$ cat src/rtl/grid_slot_lsq_pkg.sv
// Shared types and constants for the grid PR-slot load/store queue.
// Provides the queue entry payload, FSM state encoding, funct3 codes and
// the request legality check used at enqueue time.
package grid_slot_lsq_pkg;

  localparam int unsigned XLEN              = 32;
  localparam int unsigned BE_W              = XLEN / 8;
  localparam int unsigned LSQ_DEPTH_DEFAULT = 4;

  localparam logic [2:0] FN3_B  = 3'b000;
  localparam logic [2:0] FN3_H  = 3'b001;
  localparam logic [2:0] FN3_W  = 3'b010;
  localparam logic [2:0] FN3_BU = 3'b100;
  localparam logic [2:0] FN3_HU = 3'b101;

  typedef struct packed {
    logic [XLEN-1:0] addr;
    logic [XLEN-1:0] data;
    logic [2:0]      fn3;
    logic            is_store;
  } lsq_entry_t;

  typedef enum logic [1:0] {
    IDLE    = 2'd0,
    ISSUE   = 2'd1,
    WAIT_RD = 2'd2
  } lsq_state_t;

  // Legal = exactly one of load/store, known size, no unsigned stores, natural alignment.
  function automatic logic req_legal(input logic [2:0] fn3, input logic [1:0] off,
                                     input logic ld, input logic st);
    logic ok;
    ok = (ld != st);
    case (fn3)
      FN3_B:   ok = ok;
      FN3_H:   ok = ok && !off[0];
      FN3_W:   ok = ok && (off == 2'b00);
      FN3_BU:  ok = ok && !st;
      FN3_HU:  ok = ok && !st && !off[0];
      default: ok = 1'b0;
    endcase
    return ok;
  endfunction

endpackage

$ cat src/rtl/grid_slot_lsq_if.sv
// Slot-side load/store request bus.
// master: the PR slot (drives addr/data/fn3/load/store/new_request).
// slave:  the LSQ (drives lsq_full/load_data_out/load_data_valid).
interface grid_slot_lsq_if;
  import grid_slot_lsq_pkg::*;

  logic [XLEN-1:0] addr;
  logic [XLEN-1:0] data;
  logic [2:0]      fn3;
  logic            load;
  logic            store;
  logic            new_request;
  logic            lsq_full;
  logic [XLEN-1:0] load_data_out;
  logic            load_data_valid;

  modport master (
    output addr, data, fn3, load, store, new_request,
    input  lsq_full, load_data_out, load_data_valid
  );

  modport slave (
    input  addr, data, fn3, load, store, new_request,
    output lsq_full, load_data_out, load_data_valid
  );

endinterface

$ cat src/rtl/grid_slot_lsq_align.sv
// Combinational byte-lane logic.
// Store side: byte enables and lane-replicated write data from st_fn3/st_off.
// Load side:  shifts the read word down by ld_off bytes, then sign/zero-extends.
// Ports: st_fn3, st_off, st_data -> wdata_c, be_c; ld_fn3, ld_off, ld_rdata -> ldata_c.
module grid_slot_lsq_align
  import grid_slot_lsq_pkg::*;
(
  input  logic [2:0]      st_fn3,
  input  logic [1:0]      st_off,
  input  logic [XLEN-1:0] st_data,
  input  logic [2:0]      ld_fn3,
  input  logic [1:0]      ld_off,
  input  logic [XLEN-1:0] ld_rdata,
  output logic [XLEN-1:0] wdata_c,
  output logic [BE_W-1:0] be_c,
  output logic [XLEN-1:0] ldata_c
);

  logic [XLEN-1:0] shifted;

  // Size comes from fn3[1:0]; fn3[2] only selects unsigned extension.
  always_comb begin
    be_c    = '0;
    wdata_c = st_data;
    case (st_fn3[1:0])
      2'b00: begin
        be_c    = BE_W'(4'b0001 << st_off);
        wdata_c = {4{st_data[7:0]}};
      end
      2'b01: begin
        be_c    = BE_W'(4'b0011 << st_off);
        wdata_c = {2{st_data[15:0]}};
      end
      default: begin
        be_c    = '1;
        wdata_c = st_data;
      end
    endcase
  end

  always_comb begin
    shifted = ld_rdata >> {ld_off, 3'b000};
    case (ld_fn3[1:0])
      2'b00:   ldata_c = ld_fn3[2] ? {24'h0, shifted[7:0]}
                                   : {{24{shifted[7]}}, shifted[7:0]};
      2'b01:   ldata_c = ld_fn3[2] ? {16'h0, shifted[15:0]}
                                   : {{16{shifted[15]}}, shifted[15:0]};
      default: ldata_c = shifted;
    endcase
  end

endmodule

$ cat src/rtl/grid_slot_lsq.sv
// In-order load/store queue between one PR slot and the data-memory arbiter.
// Ports: clk, rst (async, active-high); slot (grid_slot_lsq_if.slave);
// mem_req/mem_we/mem_addr/mem_wdata/mem_be out, mem_ack/mem_rvalid/mem_rdata in;
// protocol_err (sticky, set when an illegal or overflowing request is dropped).
module grid_slot_lsq
  import grid_slot_lsq_pkg::*;
#(
  parameter int unsigned LSQ_DEPTH = LSQ_DEPTH_DEFAULT
) (
  input  logic            clk,
  input  logic            rst,
  grid_slot_lsq_if.slave  slot,
  output logic            mem_req,
  output logic            mem_we,
  output logic [XLEN-1:0] mem_addr,
  output logic [XLEN-1:0] mem_wdata,
  output logic [BE_W-1:0] mem_be,
  input  logic            mem_ack,
  input  logic            mem_rvalid,
  input  logic [XLEN-1:0] mem_rdata,
  output logic            protocol_err
);

  localparam int unsigned PW = $clog2(LSQ_DEPTH);
  localparam int unsigned CW = PW + 1;

  lsq_entry_t      q [LSQ_DEPTH];
  lsq_entry_t      in_e;
  lsq_entry_t      head_e;
  logic [PW-1:0]   head;
  logic [PW-1:0]   tail;
  logic [CW-1:0]   count;
  logic [CW-1:0]   count_nxt;
  logic            full_q;
  lsq_state_t      state;
  lsq_state_t      state_nxt;
  logic            legal_c;
  logic            push_c;
  logic            pop_c;
  logic            issue_c;
  logic            capture_c;
  logic [2:0]      cur_fn3;
  logic [1:0]      cur_off;
  logic [XLEN-1:0] ldata_q;
  logic            ldv_q;
  logic [XLEN-1:0] wdata_c;
  logic [BE_W-1:0] be_c;
  logic [XLEN-1:0] ldata_c;

  assign in_e    = '{addr: slot.addr, data: slot.data, fn3: slot.fn3, is_store: slot.store};
  assign head_e  = q[head];
  assign legal_c = req_legal(slot.fn3, slot.addr[1:0], slot.load, slot.store);
  // full_q is the registered view of count, so a same-cycle pop never frees a slot for a push.
  assign push_c  = slot.new_request && !full_q && legal_c;

  assign slot.lsq_full        = full_q;
  assign slot.load_data_out   = ldata_q;
  assign slot.load_data_valid = ldv_q;

  grid_slot_lsq_align u_align (
    .st_fn3   (head_e.fn3),
    .st_off   (head_e.addr[1:0]),
    .st_data  (head_e.data),
    .ld_fn3   (cur_fn3),
    .ld_off   (cur_off),
    .ld_rdata (mem_rdata),
    .wdata_c  (wdata_c),
    .be_c     (be_c),
    .ldata_c  (ldata_c)
  );

  // State register.
  always_ff @(posedge clk or posedge rst) begin
    if (rst) state <= IDLE;
    else     state <= state_nxt;
  end

  // Next state; a load acked together with its read data completes immediately.
  always_comb begin
    state_nxt = state;
    case (state)
      IDLE:    if (count != '0) state_nxt = ISSUE;
      ISSUE:   if (mem_ack) state_nxt = (mem_we || mem_rvalid) ? IDLE : WAIT_RD;
      WAIT_RD: if (mem_rvalid) state_nxt = IDLE;
      default: state_nxt = IDLE;
    endcase
  end

  // FSM strobes driving the datapath registers.
  always_comb begin
    issue_c   = 1'b0;
    pop_c     = 1'b0;
    capture_c = 1'b0;
    case (state)
      IDLE:    issue_c = (count != '0);
      ISSUE: begin
        pop_c     = mem_ack;
        capture_c = mem_ack && !mem_we && mem_rvalid;
      end
      WAIT_RD: capture_c = mem_rvalid;
      default: ;
    endcase
  end

  always_comb begin
    count_nxt = count;
    if (push_c && !pop_c)      count_nxt = count + CW'(1);
    else if (!push_c && pop_c) count_nxt = count - CW'(1);
  end

  // Entry storage needs no reset; validity is tracked by count.
  always_ff @(posedge clk) begin
    if (push_c) q[tail] <= in_e;
  end

  // Pointers, occupancy, memory-side and slot-side output registers.
  always_ff @(posedge clk or posedge rst) begin
    if (rst) begin
      head         <= '0;
      tail         <= '0;
      count        <= '0;
      full_q       <= 1'b0;
      mem_req      <= 1'b0;
      mem_we       <= 1'b0;
      mem_addr     <= '0;
      mem_wdata    <= '0;
      mem_be       <= '0;
      cur_fn3      <= '0;
      cur_off      <= '0;
      ldata_q      <= '0;
      ldv_q        <= 1'b0;
      protocol_err <= 1'b0;
    end else begin
      count  <= count_nxt;
      full_q <= (count_nxt == CW'(LSQ_DEPTH));
      if (push_c) tail <= tail + PW'(1);
      if (pop_c) begin
        head    <= head + PW'(1);
        mem_req <= 1'b0;
      end
      if (issue_c) begin
        mem_req   <= 1'b1;
        mem_we    <= head_e.is_store;
        mem_addr  <= {head_e.addr[XLEN-1:2], 2'b00};
        mem_wdata <= wdata_c;
        mem_be    <= be_c;
        cur_fn3   <= head_e.fn3;
        cur_off   <= head_e.addr[1:0];
      end
      ldv_q <= capture_c;
      if (capture_c) ldata_q <= ldata_c;
      if (slot.new_request && !push_c) protocol_err <= 1'b1;
    end
  end

endmodule

$ cat src/flat_wrapper.sv
// flat-port wrapper written by rule: the top's interface ports become plain ports
module grid_slot_lsq_flat import grid_slot_lsq_pkg::*;
#(
  parameter int unsigned LSQ_DEPTH = LSQ_DEPTH_DEFAULT
)
  (clk, rst, mem_req, mem_we, mem_addr, mem_wdata, mem_be, mem_ack, mem_rvalid, mem_rdata, protocol_err, slot_addr, slot_data, slot_fn3, slot_load, slot_store, slot_new_request, slot_lsq_full, slot_load_data_out, slot_load_data_valid);
  grid_slot_lsq_if slot_i ();
  input  logic clk;
  input  logic rst;
  output logic mem_req;
  output logic mem_we;
  output logic [XLEN-1:0] mem_addr;
  output logic [XLEN-1:0] mem_wdata;
  output logic [BE_W-1:0] mem_be;
  input  logic mem_ack;
  input  logic mem_rvalid;
  input  logic [XLEN-1:0] mem_rdata;
  output logic protocol_err;
  input wire logic [$bits(slot_i.addr)-1:0] slot_addr;
  input wire logic [$bits(slot_i.data)-1:0] slot_data;
  input wire logic [$bits(slot_i.fn3)-1:0] slot_fn3;
  input wire logic [$bits(slot_i.load)-1:0] slot_load;
  input wire logic [$bits(slot_i.store)-1:0] slot_store;
  input wire logic [$bits(slot_i.new_request)-1:0] slot_new_request;
  output wire logic [$bits(slot_i.lsq_full)-1:0] slot_lsq_full;
  output wire logic [$bits(slot_i.load_data_out)-1:0] slot_load_data_out;
  output wire logic [$bits(slot_i.load_data_valid)-1:0] slot_load_data_valid;
  assign slot_i.addr = slot_addr;
  assign slot_i.data = slot_data;
  assign slot_i.fn3 = slot_fn3;
  assign slot_i.load = slot_load;
  assign slot_i.store = slot_store;
  assign slot_i.new_request = slot_new_request;
  assign slot_lsq_full = slot_i.lsq_full;
  assign slot_load_data_out = slot_i.load_data_out;
  assign slot_load_data_valid = slot_i.load_data_valid;
  grid_slot_lsq #(.LSQ_DEPTH(LSQ_DEPTH)) u_core (.clk(clk), .rst(rst), .slot(slot_i), .mem_req(mem_req), .mem_we(mem_we), .mem_addr(mem_addr), .mem_wdata(mem_wdata), .mem_be(mem_be), .mem_ack(mem_ack), .mem_rvalid(mem_rvalid), .mem_rdata(mem_rdata), .protocol_err(protocol_err));
endmodule
$ cat config.mk
export PLATFORM = sky130hd
export DESIGN_NAME = grid_slot_lsq_flat
export DESIGN_NICKNAME = d
export VERILOG_FILES = /design/src/rtl/grid_slot_lsq_pkg.sv /design/src/rtl/grid_slot_lsq_if.sv /design/src/rtl/grid_slot_lsq_align.sv /design/src/rtl/grid_slot_lsq.sv /design/src/flat_wrapper.sv
export SDC_FILE = /design/constraint.sdc
export NUM_CORES = 1
export LEC_CHECK = 0
export CAP_MARGIN = 15
export CORE_MARGIN = 3
export CORE_UTILIZATION = 35
export CTS_CLUSTER_SIZE = 10
export DETAILED_ROUTE_END_ITERATION = 8
export PLACE_DENSITY = 0.64
export RECOVER_POWER = 25
export SLEW_MARGIN = 20
export SYNTH_ARGS = -nofsm -noshare
export SYNTH_HDL_FRONTEND = slang
export SYNTH_HIERARCHICAL = 1
export SYNTH_SLANG_ARGS = --single-unit
$ cat constraint.sdc
create_clock -name clk -period 9.35 [get_ports clk]
set_clock_uncertainty 0.1 [all_clocks]
set_input_delay 1.87 -clock clk [delete_from_list [all_inputs] [get_ports clk]]
set_output_delay 1.87 -clock clk [all_outputs]
set_load 0.02 [all_outputs]
==> run_results.csv <==
group,metric,value,unit
sta,fin_ws,4950,ps
clock_network,insertion_delay,540,ps
placement,dpl_cell_area,18300,µm²
yosys,synth_most_common_cell,"edfxtp_1",
placement,portBuffers,208,
placement,hpwl,21.8,mm
layout,stdcell_count,1676,
grt,grt_start_max_net_pins,76,
grt,grt_overflow,0,
floorplanning,row_count,76,
layout,synthToLayoutAreaGrowth,25.9,%
yosys,synth_cells,830,
worst_setup_path,cp-end-kind,"register",
floorplanning,fp.coreArea,43700,µm²
grt,grt_util_all_layers,14.2,%
worst_setup_path,critPathArrivalTime,4530,ps
sta,hold_viol,0,
drt,drc,0,
clock_network,cts_hold_buf,0,
clock_network,cts_buffers,45,
clock_network,post-cts-setup-buffer-count,0,
clock_network,cts_tree,"done",
layout,final_cell_area,19800,µm²
placement,pre_cts_ws,4320,ps
floorplanning,die_h,218,µm
sta,max_slew_margin,31.2,%
power,power.density,321,nW/µm²
yosys,ys_seq_elements,389,
sta,rsz0062_at_grt,"no",
floorplanning,die_w,218,µm
grt,grt_pass1_vias,8549,
power,p_leak,6.93,nW
grt,antenna_found_initial,15,
layout,drive_above_1_share,25.9,%
drt,viasPerCell,4.89,
run_status,status,"completed",
worst_setup_path,critPathLaunchType,"input pin",
sta,finalCritPeriodShare,47.1,%
run,cap_violations,0,
yosys,synth-edff-count,272,
worst_setup_path,crit_type,"in -> reg",
yosys,synthTopCellsByArea,"edfxtp_1, dfrtp_1, mux4_2, mux2_2, mux2i_1",
clock_network,clock-sinks,389,
yosys,synth.avg_cell_area,18.9,µm²
floorplanning,dieArea,47500,µm²
clock_network,clk_root_buffer_cell,"clkbuf_16",
worst_setup_path,cp_max_fo,37,
yosys,synth.yosys.seq_area_share,70.6,%
sta,finalSetupViolCount,0,
floorplanning,initial_core_util,35.9,%
sta,slew_violations,0,
yosys,synth_flop_cell,"edfxtp_1",
worst_setup_path,required,9480,ps
drt,wl_per_cell,20.6,µm
clock_network,cts_buffer_depth,3,
yosys,synth_warnings,6,
yosys,synth_top_area_share,52.0,%
floorplanning,io_pins,211,
worst_setup_path,worstPathCellList,"dlygate4sd3_1 > inv_1 > ha_1 > nor2_1 > o22ai_2 > nor2_1 > and2_4 > buf_12",
hold_path,hold_class,"reg -> reg",
drt,ant_nets,0,
clock_network,cts.clk_slew.worst_paths,50,ps
drt,via_count,8202,
clock_network,cts-resized-gates,0,
placement,place_congestion,0.793,
sta,tns,0,ps
worst_setup_path,path_common_cell,"nor2_1",
sta,worstMarginPinSlew,1030,ps
worst_setup_path,max_stage_delay,680,ps
yosys,synthTopCellsByCount,"edfxtp_1, mux2_2, dfrtp_1",
yosys,synthArstFlopShare,30.1,%
yosys,syn_area,15700,µm²
clock_network,cts_htree_levels,2,
yosys,ys_types,48,
drt,drt-pass1-iter-count,5,
yosys,yosys.area.top_type,"edfxtp_1",
power,total_power,6.36,mW
sta,fmaxAchievable,227,MHz
sta,period_needed,4400,ps
drt,drt_iter0_drc,613,
power,peakVddDrop,0.000197,V
grt,grt_pass1_wl,51.8,mm
worst_setup_path,cpMaxStageDelayCell,"and2_4",
placement,dp.cells,1580,
drt,drt-total-wl,34.6,mm
layout,nets,1164,
## cell families (layout without fill, tap and decap cells)
kind of cell / count (synthesis) / count (layout) / synth area share, %
AO/OA/AOI/OAI: 77 / 77 / 3.38
XOR/XNOR: 6 / 6 / 0.334
adder cells (fa/ha/maj): 11 / 11 / 0.876
multiplexers: 215 / 215 / 20.1
flip-flops: 389 / 389 / 70.6
AND/OR/NAND/NOR: 67 / 67 / 2.29
buffers and inverters: 64 / 316 / 2.33
other: 1 / 10 / 0.0239
## layout by cell type (no fill, tap or decap), types with 24 or more instances in the layout
cell type          n
a21oi_1           24
dlygate4sd3_1     57
edfxtp_1         272
clkdlybuf4s50_1  151
mux4_2            68
clkbuf_16         46
clkbuf_1          31
mux2_2           121
dfrtp_1          115
mux2i_1           24
## area by class of cell
type,count,area [µm²]
fill,3834,24000
sequential,389,11100
multi-input combinational,378,4270
timing repair buffer,220,2260
clock buffer,79,1290
tap,585,732
inverter,13,53.8
clock inverter,4,46.3
antenna,8,20.0
## through the flow
step	hold slack [ps]	utilization, %
2_1_floorplan	389	-
3_3_place_gp	377	41.8
3_5_place_dp	378	41.8
4_1_cts	392	44.9
5_1_grt	413	45.2
6_report	380	45.2
## routing by layer
metal,up-vias,GRT usage (%),routed length [µm]
met4,12,3.67,606
met2,227,23.5,17000
met3,58,4.35,2370
met1,4206,18.4,14500
met5,-,0,70
li1,3699,-,-
## critical path: cells and delay by family
family | cells | cell delay, ps
simple gates | 3 | 1250
buf+inv | 3 | 950
fa+ha+maj | 1 | 270
compound gates | 1 | 140
## flip-flops by register name (all words and copies together) (netlist names), 2 cells and up
name,count
u_core/state,2
u_core/slot.load_data_out,32
u_core/cur_off,2
u_core/tail,2
u_core/mem_be,4
u_core/head,2
u_core/q,272
u_core/mem_addr,30
u_core/count,3
u_core/mem_wdata,32
u_core/cur_fn3,3
## worst paths after layout
check / start / endpoint / slack [ps] / depth (start not counted)
worst max-delay path: slot_store / u_core/q[0][4] / 4950 / 8
worst min-delay path: u_core/protocol_err / u_core/protocol_err / 380 / 1
min in group asynchronous: rst / u_core/mem_addr[29] / 1650 / 2
max in group asynchronous: rst / u_core/mem_wdata[30] / 6440 / 4
worst max register to register: u_core/head[1] / u_core/mem_wdata[9] / 5740 / 5
worst min register to register: u_core/protocol_err / u_core/protocol_err / 380 / 1
## power by group
| group | switching [mW] | internal, mW |
|---|---|---|
| Combinational | 1.13 | 1.24 |
| Clock | 0.645 | 0.937 |
| Sequential | 0.258 | 2.15 |
| Total | 2.03 | 4.33 |
(Power assumes the default switching activity.)
